File: config.mk
export PLATFORM = sky130hd
export DESIGN_NAME = gpr_wb_queue
export DESIGN_NICKNAME = d
export VERILOG_FILES = /design/src/rtl/gpr_wb_queue_pkg.sv /design/src/rtl/gpr_wb_fwd_match.sv /design/src/rtl/gpr_wb_queue.sv
export SDC_FILE = /design/constraint.sdc
export NUM_CORES = 1
export LEC_CHECK = 0
export CORE_ASPECT_RATIO = 0.75
export CORE_MARGIN = 5
export CORE_UTILIZATION = 40
export CTS_CLUSTER_SIZE = 10
export DETAILED_ROUTE_END_ITERATION = 6
export GPL_TIMING_DRIVEN = 0
export MAX_ROUTING_LAYER = met4
export PLACE_DENSITY = 0.68
export SLEW_MARGIN = 10
export SYNTH_ARGS = -nofsm -noshare
export SYNTH_HDL_FRONTEND = slang
export SYNTH_SLANG_ARGS = --single-unit
File: constraint.sdc
create_clock -name clk_i -period 2.63 [get_ports clk_i]
set_input_delay 0.3945 -clock clk_i [delete_from_list [all_inputs] [get_ports clk_i]]
set_output_delay 0.3945 -clock clk_i [all_outputs]
set_load 0.05 [all_outputs]
File: src/rtl/gpr_wb_queue_pkg.sv
// Shared CPU definitions used by the register-file write-back queue.
//   REG_NUM_W  : width of a register number
//   DATA_W     : width of a register value
//   REG_ZERO   : hard-wired zero register; writes to it are discarded
//   wb_entry_t : one pending write-back {num, data}
package gpr_wb_queue_pkg;

    localparam int REG_NUM_W = 5;
    localparam int DATA_W    = 32;

    localparam logic [REG_NUM_W-1:0] REG_ZERO = 5'd0;

    typedef struct packed {
        logic [REG_NUM_W-1:0] num;
        logic [DATA_W-1:0]    data;
    } wb_entry_t;

endpackage

File: src/rtl/gpr_wb_fwd_match.sv
// Forwarding lookup over the pending write-back entries.
// For each read index the youngest valid entry with a matching register
// number supplies the forwarded value; register zero never hits.
//   entries_i  : raw storage array of the queue
//   head_i     : index of the oldest valid entry
//   count_i    : number of valid entries starting at head_i
//   rs_i, rt_i : read indices
//   a_hit_o/a_fwd_o, b_hit_o/b_fwd_o : match flag and youngest value (0 on miss)
module gpr_wb_fwd_match
    import gpr_wb_queue_pkg::*;
#(
    parameter int DEPTH = 4,
    localparam int PTR_W = $clog2(DEPTH),
    localparam int CNT_W = PTR_W + 1
) (
    input  wb_entry_t [DEPTH-1:0] entries_i,
    input  logic [PTR_W-1:0]      head_i,
    input  logic [CNT_W-1:0]      count_i,
    input  logic [REG_NUM_W-1:0]  rs_i,
    input  logic [REG_NUM_W-1:0]  rt_i,
    output logic                  a_hit_o,
    output logic [DATA_W-1:0]     a_fwd_o,
    output logic                  b_hit_o,
    output logic [DATA_W-1:0]     b_fwd_o
);

    logic [PTR_W-1:0] idx;

    // Walk oldest to youngest so the last match seen is the youngest one.
    always_comb begin
        a_hit_o = 1'b0;
        a_fwd_o = '0;
        b_hit_o = 1'b0;
        b_fwd_o = '0;
        idx     = '0;
        for (int k = 0; k < DEPTH; k++) begin
            idx = head_i + PTR_W'(k);
            if (CNT_W'(k) < count_i) begin
                if (rs_i != REG_ZERO && entries_i[idx].num == rs_i) begin
                    a_hit_o = 1'b1;
                    a_fwd_o = entries_i[idx].data;
                end
                if (rt_i != REG_ZERO && entries_i[idx].num == rt_i) begin
                    b_hit_o = 1'b1;
                    b_fwd_o = entries_i[idx].data;
                end
            end
        end
    end

endmodule

File: src/rtl/gpr_wb_queue.sv
// In-order write-back queue in front of the register file's single write port.
// Buffers up to DEPTH requests, drains one per cycle unless wb_hold_i, and
// forwards the youngest pending value for rs/rt.
//   clk_i, rst_ni              : clock, asynchronous active-low reset
//   in_valid_i/in_ready_o      : request handshake; in_num_i/in_data_i payload
//   wb_hold_i                  : register-file write port busy, no drain
//   reg_write_o/num_write_o/data_write_o : register-file write port
//   rs_i, rt_i                 : forwarding lookup indices
//   a_hit_o/a_fwd_o, b_hit_o/b_fwd_o     : forwarding results
//   count_o, empty_o           : occupancy
module gpr_wb_queue
    import gpr_wb_queue_pkg::*;
#(
    parameter int DEPTH = 4,
    localparam int PTR_W = $clog2(DEPTH),
    localparam int CNT_W = PTR_W + 1
) (
    input  logic                 clk_i,
    input  logic                 rst_ni,
    input  logic                 in_valid_i,
    output logic                 in_ready_o,
    input  logic [REG_NUM_W-1:0] in_num_i,
    input  logic [DATA_W-1:0]    in_data_i,
    input  logic                 wb_hold_i,
    output logic                 reg_write_o,
    output logic [REG_NUM_W-1:0] num_write_o,
    output logic [DATA_W-1:0]    data_write_o,
    input  logic [REG_NUM_W-1:0] rs_i,
    input  logic [REG_NUM_W-1:0] rt_i,
    output logic                 a_hit_o,
    output logic [DATA_W-1:0]    a_fwd_o,
    output logic                 b_hit_o,
    output logic [DATA_W-1:0]    b_fwd_o,
    output logic [CNT_W-1:0]     count_o,
    output logic                 empty_o
);

    wb_entry_t [DEPTH-1:0] entries_q;
    logic [PTR_W-1:0]      head_q, head_d;
    logic [PTR_W-1:0]      tail_q, tail_d;
    logic [CNT_W-1:0]      count_q, count_d;
    logic                  push, pop;

    assign empty_o    = (count_q == '0);
    assign in_ready_o = (count_q < CNT_W'(DEPTH));
    assign count_o    = count_q;

    assign reg_write_o  = !empty_o && !wb_hold_i;
    assign num_write_o  = empty_o ? REG_ZERO : entries_q[head_q].num;
    assign data_write_o = empty_o ? '0 : entries_q[head_q].data;

    // Writes to the zero register complete the handshake but take no slot.
    assign push = in_valid_i && in_ready_o && (in_num_i != REG_ZERO);
    assign pop  = reg_write_o;

    always_comb begin
        head_d  = head_q;
        tail_d  = tail_q;
        count_d = count_q;
        if (pop) begin
            head_d = head_q + PTR_W'(1);
        end
        if (push) begin
            tail_d = tail_q + PTR_W'(1);
        end
        if (push && !pop) begin
            count_d = count_q + CNT_W'(1);
        end else if (pop && !push) begin
            count_d = count_q - CNT_W'(1);
        end
    end

    always_ff @(posedge clk_i or negedge rst_ni) begin
        if (!rst_ni) begin
            entries_q <= '0;
            head_q    <= '0;
            tail_q    <= '0;
            count_q   <= '0;
        end else begin
            if (push) begin
                entries_q[tail_q] <= {in_num_i, in_data_i};
            end
            head_q  <= head_d;
            tail_q  <= tail_d;
            count_q <= count_d;
        end
    end

    gpr_wb_fwd_match #(.DEPTH(DEPTH)) u_fwd (
        .entries_i (entries_q),
        .head_i    (head_q),
        .count_i   (count_q),
        .rs_i      (rs_i),
        .rt_i      (rt_i),
        .a_hit_o   (a_hit_o),
        .a_fwd_o   (a_fwd_o),
        .b_hit_o   (b_hit_o),
        .b_fwd_o   (b_fwd_o)
    );

endmodule
==> summary.txt, run 1 <==
Placement
  • Port Buffers: 150
  • Pre-CTS WS: -1970 ps
  • DP HPWL: 34900 um
  • Post-DP Area: 15700 um^2
  • Gp weighted congestion: 0.953

Timing
  • Final WS setup: -1270 ps
  • Min Tclk post-route: 3900 ps
  • # setup viols final: 99
  • Clock skew: 6.66 ps
  • RSZ-0062 raised after global routing: yes
  • Fmax: 257 MHz
  • Fin crit share: 1.48
  • Fin. max-slew vios: 0
  • Fin. Hold Viols: 0
  • Slew HR: 0.500
  • Least-Margin Pin Slew: 750 ps
  • Hold Slack: 520 ps

Cells and area
  • Share of post-route cells with drive strength above 1: 0.490
  • Final Util: 0.595
  • Diode count: 0
  • Layout area overhead: 46.3%
  • Design area: 18600 um^2
  • Final net count: 1646

Setup path
  • Arr. time, crit path: 3500 ps
  • Setup CP Type: flop to output port
  • Critical path's largest stage delay: 400 ps
  • Critical path depth: 12
  • CP required: 2240 ps
  • Reg-to-Reg Start: count_o[2]
  • CP endpoint kind: output port
  • Worst-path maximum fanout: 10
  • Highest-delay cell along the critical path: mux4_2
  • Worst reg-to-reg path cell count: 5
  • FF-to-FF setup slack: 270 ps
  • CP Cell Sequence: buf_6 > buf_12 > buf_4 > mux4_2 > a211oi_2 > a21oi_1 > a211oi_4 > buf_4 > buf_2 > nor4_1 > a211oi_4 > buf_6
  • Worst flop-to-flop path endpoint: entries_q[97]
  • Worst setup startpoint: head_q[0]
  • Startpoint types: flop
  • Delay-heaviest family, CP: buffers and inverters
  • Sum of buffers and inverters on the critical path: 6
  • Crit path capture: b_fwd_o[30]

Global route
  • Vias in the first global route: 13000
  • Largest net degree at the start of global routing: 90
  • First-pass GRT wire length: 77300 um
  • GR Overflow Total: 0
  • Global Route Usage Sum: 0.290
  • Initial antenna violation count: 0

Logic synthesis
  • Synthesized area per cell: 9.43 um^2
  • Cell Area, Synth: 12700 um^2
  • Synth Flop Type: dfrtp_1
  • Cell accounting for the most synthesized area: dfrtp_1
  • Register area share after synthesis: 0.305
  • Share of the synthesized area in the top cell type: 0.305
  • Synth cell types: 53
  • Xor and xnor area share after synthesis: 0.0336
  • Yosys reg bits: 155
  • Ys Warns: 0
  • Net count after synthesis: 1410
  • Post-synth EDFFs: 0
  • Post-synthesis cell count: 1350
  • Post-Synth Adder-Cell Area: 0.00884
  • Synth Area in Compound Gates: 0.226
  • Synth Area in Simple Gates: 0.109
  • Main combinational cell family by area after synthesis: multiplexers
  • Mux contribution to synthesized area: 0.257
  • Synth area leaders: dfrtp_1 (30%), mux2_2 (16%), mux2i_1 (6.4%)
  • Async set or reset register ratio after synthesis: 1.00

Floorplan
  • Placeable Area: 31300 um^2
  • Die width: 216 um
  • Die Y: 165 um
  • Site Rows: 56
  • Starting Density: 0.407
  • Ports: 160
  • Die ar.: 35500 um^2

CTS
  • H-tree depth: 4
  • Skew-Pair Late Insertion Delay: 460 ps
  • Clock-pin slew on the worst setup and hold paths: 70 ps
  • Clock Path Buffers: 2
  • Num Clock Sinks: 155
  • TritonCTS Buffers: 17
  • Root buffer cell: clkbuf_16
  • CTS tree: built

Hold path
  • Min-delay worst type: flop to flop

Run status
  • Status: finished with violations
  • Failing checks: negative setup slack

Routing
  • Metal1 wirelength: 21700 um
  • Residual DRC: 0
  • Routed WL per cell: 26.2 um
  • WL final: 52400 um
  • DR vias: 13100
  • Highest routed layer: met4
  • Remaining antenna violation count after routing: 0
  • Met2 wire length: 22900 um
  • Via density: 6.52
  • Drt initial violations: 1481
  • 1st-pass router iterations: 7
  • Detail Route met3 WL: 5900 um

Run
  • Max-Cap Viols: 0
[synth_stat cells (all sizes together), types with 2 or more instances]
library cell / count
mux2: 185
dfrtp: 155
nor2: 135
a21oi: 133
a211oi: 100
clkbuf: 83
mux2i: 82
nand2: 77
buf: 48
inv: 39
nor2b: 37
nor4: 35
o21ai: 35
a221oi: 32
a22oi: 32
o31ai: 32
xnor2: 31
xor2: 17
mux4: 16
ha: 9
nor3: 7
nand3: 5
and2: 3
a2111oi: 2
a211o: 2
o2111ai: 2
o211ai: 2
o21a: 2
or3: 2
[layer usage]
| metal | GRT usage | up-vias |
|---|---|---|
| li1 | - | 5477 |
| met1 | 0.389 | 6468 |
| met2 | 0.425 | 936 |
| met3 | 0.0771 | 190 |
| met4 | 0.103 | 0 |
| met5 | - | - |
[worst min-delay path by stage]
stage,to,from,slack (ps),cells past startpoint
after floorplan,count_o[0],rst_ni,100,0
after global placement,entries_q[97],entries_q[97],500,1
after global routing,entries_q[78],entries_q[78],540,1
after detailed placement,entries_q[135],rst_ni,470,1
final,entries_q[100],entries_q[100],520,1
after CTS,entries_q[100],entries_q[100],520,1
[kinds of logic (layout without fill, tap and decap cells)]
kind of cell | after synthesis | in the layout
AND/OR/NAND/NOR | 307 | 307
buffers and inverters | 171 | 419
multiplexers | 283 | 283
AO/OA/AOI/OAI | 377 | 377
XOR/XNOR | 48 | 48
flip-flops | 155 | 155
adder cells (fa/ha/maj) | 9 | 9
[state kept, by name, summed over array words and instances (netlist names)]
name / cells
count_o: 3
entries_q: 148
head_q: 2
tail_q: 2
[repair_timing]
| item | 4_1_cts | 5_1_grt |
|---|---|---|
| endpoints found under the hold margin | 24 | 0 |
| hold buffers | 1 | 0 |
| setup endpoints to repair | 226 | 104 |
| gates resized for setup | 1031 | 136 |
| pin swaps | 24 | 57 |
| cloned | 4 | 3 |
| setup buffers | 36 | 29 |
[cell usage in the layout (no fill, tap or decap), types with 21 or more instances in the layout]
master,count
nor2_2,36
buf_4,52
inv_1,37
nor2b_1,37
nor4_1,27
dfrtp_1,152
mux2_2,184
nor2_1,96
clkbuf_2,34
clkdlybuf4s50_1,44
clkbuf_16,21
a22oi_2,25
mux2i_1,53
a211oi_1,64
a221oi_4,24
o31ai_4,32
nand2_1,60
a211oi_4,34
xnor2_1,29
a21oi_1,133
buf_6,124
[area by class of cell]
class	count	area, um^2
clock buffer	18	429
sequential	155	3880
buffer	125	1070
inverter	40	154
multi-input combinational	1024	9950
fill	2480	12700
tap	406	508
clock inverter	13	121
timing repair buffer	223	2510
[per-stage QoR]
step | setup TNS (ps) | std cells
after detailed placement | -280440 | 1907
after global routing | -92290 | 2004
after floorplan | -30310 | 1350
final | -84340 | 2004
after CTS | -80170 | 1977
after global placement | -1086190 | 1906
Power of run 1 is left out: the tool's default activity adds up to more than one toggle a clock period on the data nets, which glitch-free logic cannot reach.
==> run 2, diff against run 1 <==
--- a/config.mk
+++ b/config.mk
@@ -7,2 +7,3 @@
 export LEC_CHECK = 0
+export ABC_CLOCK_PERIOD_IN_PS = 2630
 export CORE_ASPECT_RATIO = 0.75
--- a/constraint.sdc
+++ b/constraint.sdc
@@ -3,2 +3,2 @@
 set_output_delay 0.3945 -clock clk_i [all_outputs]
-set_load 0.05 [all_outputs]
+set_load 0.01 [all_outputs]
==> run 2 against run 1 <==
Net effect:
- the flow still finishes with violations (negative setup slack)
- final cell count grew 0.60%
- design area shrank 4.6%
- utilization shrank 2.7 points
- flip-flop and latch count is the same
- fmax shrank 0.79%
- critical endpoint is now b_fwd_o[0]
==> summary.txt, run 2 (synthesis results as in run 1) <==
Run status
  • Status: finished with violations (unchanged)
  • Failing checks: negative setup slack (unchanged)

Hold path
  • Min-delay worst type: input pin to async pin (was flop to flop)

Cells and area
  • Most frequent cells in the layout: mux2_2 (183), dfrtp_1 (153), a21oi_1 (132), nor2_1 (108), buf_2 (92) (was mux2_2 (184), dfrtp_1 (152), a21oi_1 (133), buf_6 (124), nor2_1 (96))
  • Post-Layout Cell Count: 2016 (was 2004)
  • Share of post-route cells with drive strength above 1: 0.493 (was 0.490)
  • Layout area overhead: 39.6% (was 46.3%)
  • Largest register FFs: 148 (unchanged)
  • Final net count: 1656 (was 1646)
  • Final Util: 0.567 (was 0.595)
  • Fillers: 2591 (was 2480)
  • Commonest non-fill, non-tap cell in the layout: mux2_2 (unchanged)
  • Biggest register: entries_q (unchanged)

Floorplan
  • Die Y: 165 um (unchanged)
  • Starting Density: 0.407 (unchanged)
  • Placeable Area: 31300 um^2 (unchanged)
  • Die ar.: 35500 um^2 (unchanged)
  • Ports: 160 (unchanged)
  • Die width: 216 um (unchanged)
  • Site Rows: 56 (unchanged)

Routing
  • Routed WL per cell: 25.9 um (was 26.2 um)
  • Residual DRC: 0 (unchanged)
  • WL final: 52200 um (was 52400 um)
  • 1st-pass router iterations: 5 (was 7)
  • Remaining antenna violation count after routing: 0 (unchanged)
  • Via density: 6.49 (was 6.52)
  • DR vias: 13100 (about the same)
  • Drt initial violations: 1692 (was 1481)

Placement
  • Port Buffers: 150 (unchanged)
  • DP HPWL: 34700 um (was 34900 um)
  • Cells after DPL: 1907 (unchanged)
  • Gp weighted congestion: 0.954 (was 0.953)
  • Pre-CTS WS: -1660 ps (was -1970 ps)

Setup path
  • Arr. time, crit path: 3530 ps (was 3500 ps)
  • CP endpoint kind: output port (unchanged)
  • Setup CP Type: flop to output port (unchanged)
  • CP required: 2240 ps (about the same)
  • Worst-path maximum fanout: 6 (was 10)
  • Critical path's largest stage delay: 510 ps (was 400 ps)
  • Highest-delay cell along the critical path: mux4_2 (unchanged)
  • Most used cell, CP: buf_6
  • CP Cell Sequence: buf_6 > buf_12 > mux4_2 > a211o_1 > a2111oi_4 > a21boi_4 > buf_6 > buf_6 > buf_6 > a22oi_2 > a211oi_2 > buf_2 (was buf_6 > buf_12 > buf_4 > mux4_2 > a211oi_2 > a21oi_1 > a211oi_4 > buf_4 > buf_2 > nor4_1 > a211oi_4 > buf_6)
  • Startpoint types: flop (unchanged)

Global route
  • Largest net degree at the start of global routing: 106 (was 90)
  • First-pass GRT wire length: 77100 um (was 77300 um)
  • Initial antenna violation count: 1 (was 0)
  • Global Route Usage Sum: 0.288 (was 0.290)
  • GR Overflow Total: 0 (unchanged)
  • Vias in the first global route: 12800 (was 13000)

Run
  • Max-Cap Viols: 0 (unchanged)

Pwr
  • Internal power: 14.7 mW
  • Sw frac: 0.498
  • NetSw: 14.5 mW
  • Sequential Power Share: 0.168
  • Worst VDD drop: 0.000834 V
  • Combinational power share: 0.740
  • Clk pwr share: 0.091
  • Leak: 7.33 nW
  • Power Density: 1640 nW/um^2

Timing
  • RSZ-0062 raised after global routing: yes (unchanged)
  • Final WS setup: -1300 ps (was -1270 ps)
  • Clock skew: 7.18 ps (was 6.66 ps)
  • Fin. Hold Viols: 0 (unchanged)
  • Fin. max-slew vios: 0 (unchanged)
  • Fin crit share: 1.49 (was 1.48)
  • Slew HR: 0.548 (was 0.500)
  • Fmax: 255 MHz (was 257 MHz)
  • # setup viols final: 98 (was 99)
  • Least-Margin Pin Slew: 679 ps (was 750 ps)
  • Min Tclk post-route: 3930 ps (was 3900 ps)

CTS
  • Num Clock Sinks: 155 (unchanged)
  • Skew-Pair Late Insertion Delay: 440 ps (was 460 ps)
  • Clock-pin slew on the worst setup and hold paths: 70 ps (about the same)
  • CTS tree: built (unchanged)
  • TritonCTS Buffers: 17 (unchanged)
  • Root buffer cell: clkbuf_16 (unchanged)
  • Clock Path Buffers: 2 (unchanged)
  • H-tree depth: 4 (unchanged)
run 2: timing repair:
action	4_1_cts	5_1_grt
endpoints found under the hold margin	50	0
cloned	7	2
buffers inserted	54	20
pin swaps	106	83
hold buffers	1	0
setup endpoints to repair	226	107
gates resized for setup	761	175
run 2: path summary, 6_finish.rpt:
path                               start            end  slack, ps  cells after the start
setup / recovery               head_q[0]     b_fwd_o[0]      -1300                     12
hold / removal                    rst_ni     count_o[0]        440                      2
setup reg to reg              count_o[2]  entries_q[58]        460                      6
hold reg to reg            entries_q[83]  entries_q[83]        530                      1
max in group asynchronous         rst_ni  entries_q[90]       1300                      3
min in group clk_i         entries_q[83]  entries_q[83]        530                      1
run 2: routing by layer:
layer | vias to the layer above | wire length, um | global-route usage
met5 | - | 0 | -
met4 | 0 | 2190 | 0.100
met3 | 223 | 6060 | 0.0706
met2 | 989 | 22500 | 0.416
met1 | 6369 | 21500 | 0.396
li1 | 5506 | - | -
run 2: power groups by stage:
| stage | clock network (mW) | registers, mW | logic (mW) |
|---|---|---|---|
| floorplan | 0 | 4.36 | 11.3 |
| global placement | 0 | 4.60 | 17.1 |
| detailed placement | 0 | 4.69 | 17.4 |
| CTS | 2.67 | 4.80 | 19.6 |
| global route | 2.78 | 5.07 | 22.6 |
| finish | 2.66 | 4.92 | 21.6 |
run 2: area by class of cell:
cell class / count / area, um^2 / share of cell area
inverters: 40 / 153 / 0.00859
plain buffers: 125 / 1140 / 0.0639
clock buffers: 19 / 453 / 0.0255
diodes: 1 / 2.50 / 0.000141
clock inverters: 13 / 166 / 0.00936
multi-input cells: 1024 / 9450 / 0.531
well taps: 406 / 508 / 0.0286
flip-flops and latches: 155 / 3880 / 0.218
repair buffers: 233 / 2030 / 0.114
run 2: through the flow:
step | cell area (um^2) | power (mW) | hold WS [ps] | setup TNS [ps]
5_1_grt | 17800 | 30.5 | 495 | -89690
6_report | 17800 | 29.2 | 440 | -84800
2_1_floorplan | 13000 | 15.7 | 98.9 | -9520
3_3_place_gp | 15000 | 21.7 | 504 | -1036510
4_1_cts | 17000 | 27.1 | 458 | -82200
3_5_place_dp | 15000 | 22.1 | 318 | -252930
run 2: worst max-delay path, delay by kind of cell, from the launching register on:
kind	cells	cell delay (ps)
buf+inv	6	820
flops	1	360
mux	1	510
compound gates	5	1390
(Power assumes the default switching activity.)
==> run 3, diff against run 2 <==
Settings changed: ABC_CLOCK_PERIOD_IN_PS 2630 to 4230, CORE_UTILIZATION 40 to 57, PLACE_DENSITY 0.68 to 0.87.
Clock period 2.63 ns to 4.23 ns, I/O delays scaled along.
==> run 3 against run 2 <==
Net effect:
- the run still ends with negative setup slack left
- clock skew fell by 1.8 ps
- register-to-register slack better by 990 ps
- critical path type unchanged
- global-route usage rose by 8.3 points
- largest cell class unchanged
- routed wire length is 9.0% lower
==> summary.txt, run 3 (synthesis results as in run 1) <==
Routing
  • Routed WL per cell: 25.8 um (was 25.9 um)
  • WL final: 47500 um (was 52200 um)
  • Residual DRC: 0 (unchanged)
  • Drt initial violations: 2259 (was 1692)
  • Via density: 7.16 (was 6.49)
  • Remaining antenna violation count after routing: 0 (unchanged)
  • 1st-pass router iterations: 6 (was 5)
  • DR vias: 13200 (was 13100)

CTS
  • H-tree depth: 4 (unchanged)
  • Num Clock Sinks: 155 (unchanged)
  • Root buffer cell: clkbuf_16 (unchanged)
  • Skew-Pair Late Insertion Delay: 440 ps (about the same)
  • TritonCTS Buffers: 17 (unchanged)
  • Clock-pin slew on the worst setup and hold paths: 70 ps (about the same)
  • Clock Path Buffers: 2 (unchanged)
  • CTS tree: built (unchanged)

Cells and area
  • Biggest register: entries_q (unchanged)
  • Share of post-route cells with drive strength above 1: 0.296 (was 0.493)
  • Layout area overhead: 22.5% (was 39.6%)
  • Commonest non-fill, non-tap cell in the layout: mux2_2 (unchanged)
  • Final net count: 1591 (was 1656)
  • Most frequent cells in the layout: mux2_2 (185), dfrtp_1 (155), nor2_1 (134), a21oi_1 (132), clkdlybuf4s50_1 (84) (was mux2_2 (183), dfrtp_1 (153), a21oi_1 (132), nor2_1 (108), buf_2 (92))
  • Fillers: 1615 (was 2591)
  • Largest register FFs: 148 (unchanged)

Timing
  • Fmax: 236 MHz
  • Min Tclk post-route: 4230 ps
  • Final WS setup: -0.247 ps (was -1300 ps)
  • Slew HR: 0.385 (was 0.548)
  • Least-Margin Pin Slew: 922 ps (was 679 ps)
  • Fin crit share: 1.00
  • TNS Setup: -0.247 ps (was -84800 ps)
  • # setup viols final: 1 (was 98)
  • Fin. max-slew vios: 0 (unchanged)
  • Fin. Hold Viols: 0 (unchanged)
  • Clock skew: 5.40 ps (was 7.18 ps)

Floorplan
  • Die ar.: 25500 um^2 (was 35500 um^2)
  • Die width: 183 um (was 216 um)
  • Starting Density: 0.578 (was 0.407)
  • Ports: 160 (unchanged)
  • Site Rows: 47 (was 56)
  • Die Y: 139 um (was 165 um)
  • Placeable Area: 22100 um^2 (was 31300 um^2)

Setup path
  • Arr. time, crit path: 3600 ps (was 3530 ps)
  • CP required: 3600 ps (was 2240 ps)
  • Startpoint types: flop (unchanged)
  • FF-to-FF setup slack: 1450 ps (was 460 ps)
  • CP Cell Sequence: buf_6 > mux4_2 > xor2_1 > a211oi_2 > and2_1 > clkbuf_2 > buf_2 > a22oi_1 > a211oi_2 > clkbuf_2 (was buf_6 > buf_12 > mux4_2 > a211o_1 > a2111oi_4 > a21boi_4 > buf_6 > buf_6 > buf_6 > a22oi_2 > a211oi_2 > buf_2)
  • Reg-to-Reg Start: count_o[2] (unchanged)
  • Worst flop-to-flop path endpoint: entries_q[137] (was entries_q[58])
  • CP endpoint kind: output port (unchanged)
  • Setup CP Type: flop to output port (unchanged)
  • Highest-delay cell along the critical path: a211oi_2 (was mux4_2)
  • Worst-path maximum fanout: 10 (was 6)
  • Critical path's largest stage delay: 560 ps (was 510 ps)
  • Worst reg-to-reg path cell count: 6 (unchanged)

Pwr
  • Power Density: 1010 nW/um^2 (was 1640 nW/um^2)
  • Leak: 6.69 nW (was 7.33 nW)
  • Sw frac: 0.503 (was 0.498)
  • Clk pwr share: 0.102 (was 0.091)
  • Combinational power share: 0.709 (was 0.740)
  • Pwr Total: 15.8 mW (was 29.2 mW)
  • NetSw: 7.94 mW (was 14.5 mW)
  • Internal power: 7.87 mW (was 14.7 mW)
  • Sequential Power Share: 0.188 (was 0.168)
  • Worst VDD drop: 0.000546 V (was 0.000834 V)

Hold path
  • Min-delay worst type: input pin to async pin (unchanged)

Placement
  • Gp weighted congestion: 1.02 (was 0.954)
  • Pre-CTS WS: -333 ps (was -1660 ps)
  • DP HPWL: 32300 um (was 34700 um)
  • Port Buffers: 150 (unchanged)

Run status
  • Failing checks: negative setup slack (unchanged)
  • Status: finished with violations (unchanged)

Global route
  • Global Route Usage Sum: 0.370 (was 0.288)
  • Vias in the first global route: 13100 (was 12800)
  • Initial antenna violation count: 3 (was 1)
  • Largest net degree at the start of global routing: 98 (was 106)
  • First-pass GRT wire length: 73000 um (was 77100 um)
  • GR Overflow Total: 0 (unchanged)

Run
  • Max-Cap Viols: 0 (unchanged)
-- run 3: worst max-delay path by stage --
| stage | start | cells after the start | end | slack (ps) |
|---|---|---|---|---|
| after floorplan | rs_i[1] | 8 | a_fwd_o[10] | 970 |
| after global placement | rst_ni | 1 | entries_q[128] | -3630 |
| after detailed placement | rs_i[0] | 10 | a_fwd_o[16] | -330 |
| after CTS | head_q[0] | 11 | a_fwd_o[26] | 3 |
| after global routing | head_q[0] | 10 | b_fwd_o[0] | -10 |
| final | head_q[0] | 10 | b_fwd_o[27] | -0.2 |
-- run 3: area by class of cell --
cell class,count,area [um^2],area share
inverters,40,150,0.00962
well taps,294,368,0.0236
flip-flops and latches,155,3880,0.249
plain buffers,130,767,0.0492
clock buffers,18,439,0.0281
diodes,3,7.51,0.000481
repair buffers,163,1500,0.0963
multi-input cells,1024,8320,0.533
clock inverters,14,170,0.0109
-- run 3: what timing repair did --
action | 4_1_cts | 5_1_grt
endpoints found under the setup margin | 67 | 46
pin swaps | 10 | 19
cloned | 0 | 0
hold buffers | 0 | 0
setup buffers | 12 | 0
resized for setup | 167 | 73
-- run 3: power groups by stage --
stage | sequential (mW) | combinational, mW | clock, mW
2_1_floorplan | 2.71 | 6.93 | 0
3_3_place_gp | 2.85 | 10.3 | 0
3_5_place_dp | 2.94 | 10.5 | 0
4_1_cts | 2.93 | 10.7 | 1.62
5_1_grt | 3.05 | 11.7 | 1.69
6_report | 2.98 | 11.2 | 1.62
-- run 3: metrics by stage --
step | hold WS, ps | area (um^2) | util | cells
3_5_place_dp | 510 | 14600 | 0.664 | 1795
3_3_place_gp | 501 | 14600 | 0.662 | 1794
2_1_floorplan | 339 | 12700 | - | 1350
5_1_grt | 142 | 15600 | 0.707 | 1841
6_report | 114 | 15600 | 0.707 | 1841
4_1_cts | 128 | 15600 | 0.707 | 1838
-- run 3: worst max-delay path, delay by kind of cell (launching register included) --
kind | cells | cell delay [ps]
AO/OA/AOI/OAI | 3 | 1060
buffers and inverters | 4 | 810
flip-flops | 1 | 340
AND/OR/NAND/NOR | 1 | 240
multiplexers | 1 | 540
XOR/XNOR | 1 | 170
-- run 3: layer usage --
| layer | up-vias | part of all wire | GRT usage |
|---|---|---|---|
| li1 | 5351 | - | - |
| met2 | 1299 | 0.42 | 0.512 |
| met3 | 301 | 0.15 | 0.125 |
| met5 | - | 0 | - |
| met4 | 0 | 0.051 | 0.163 |
| met1 | 6227 | 0.38 | 0.494 |
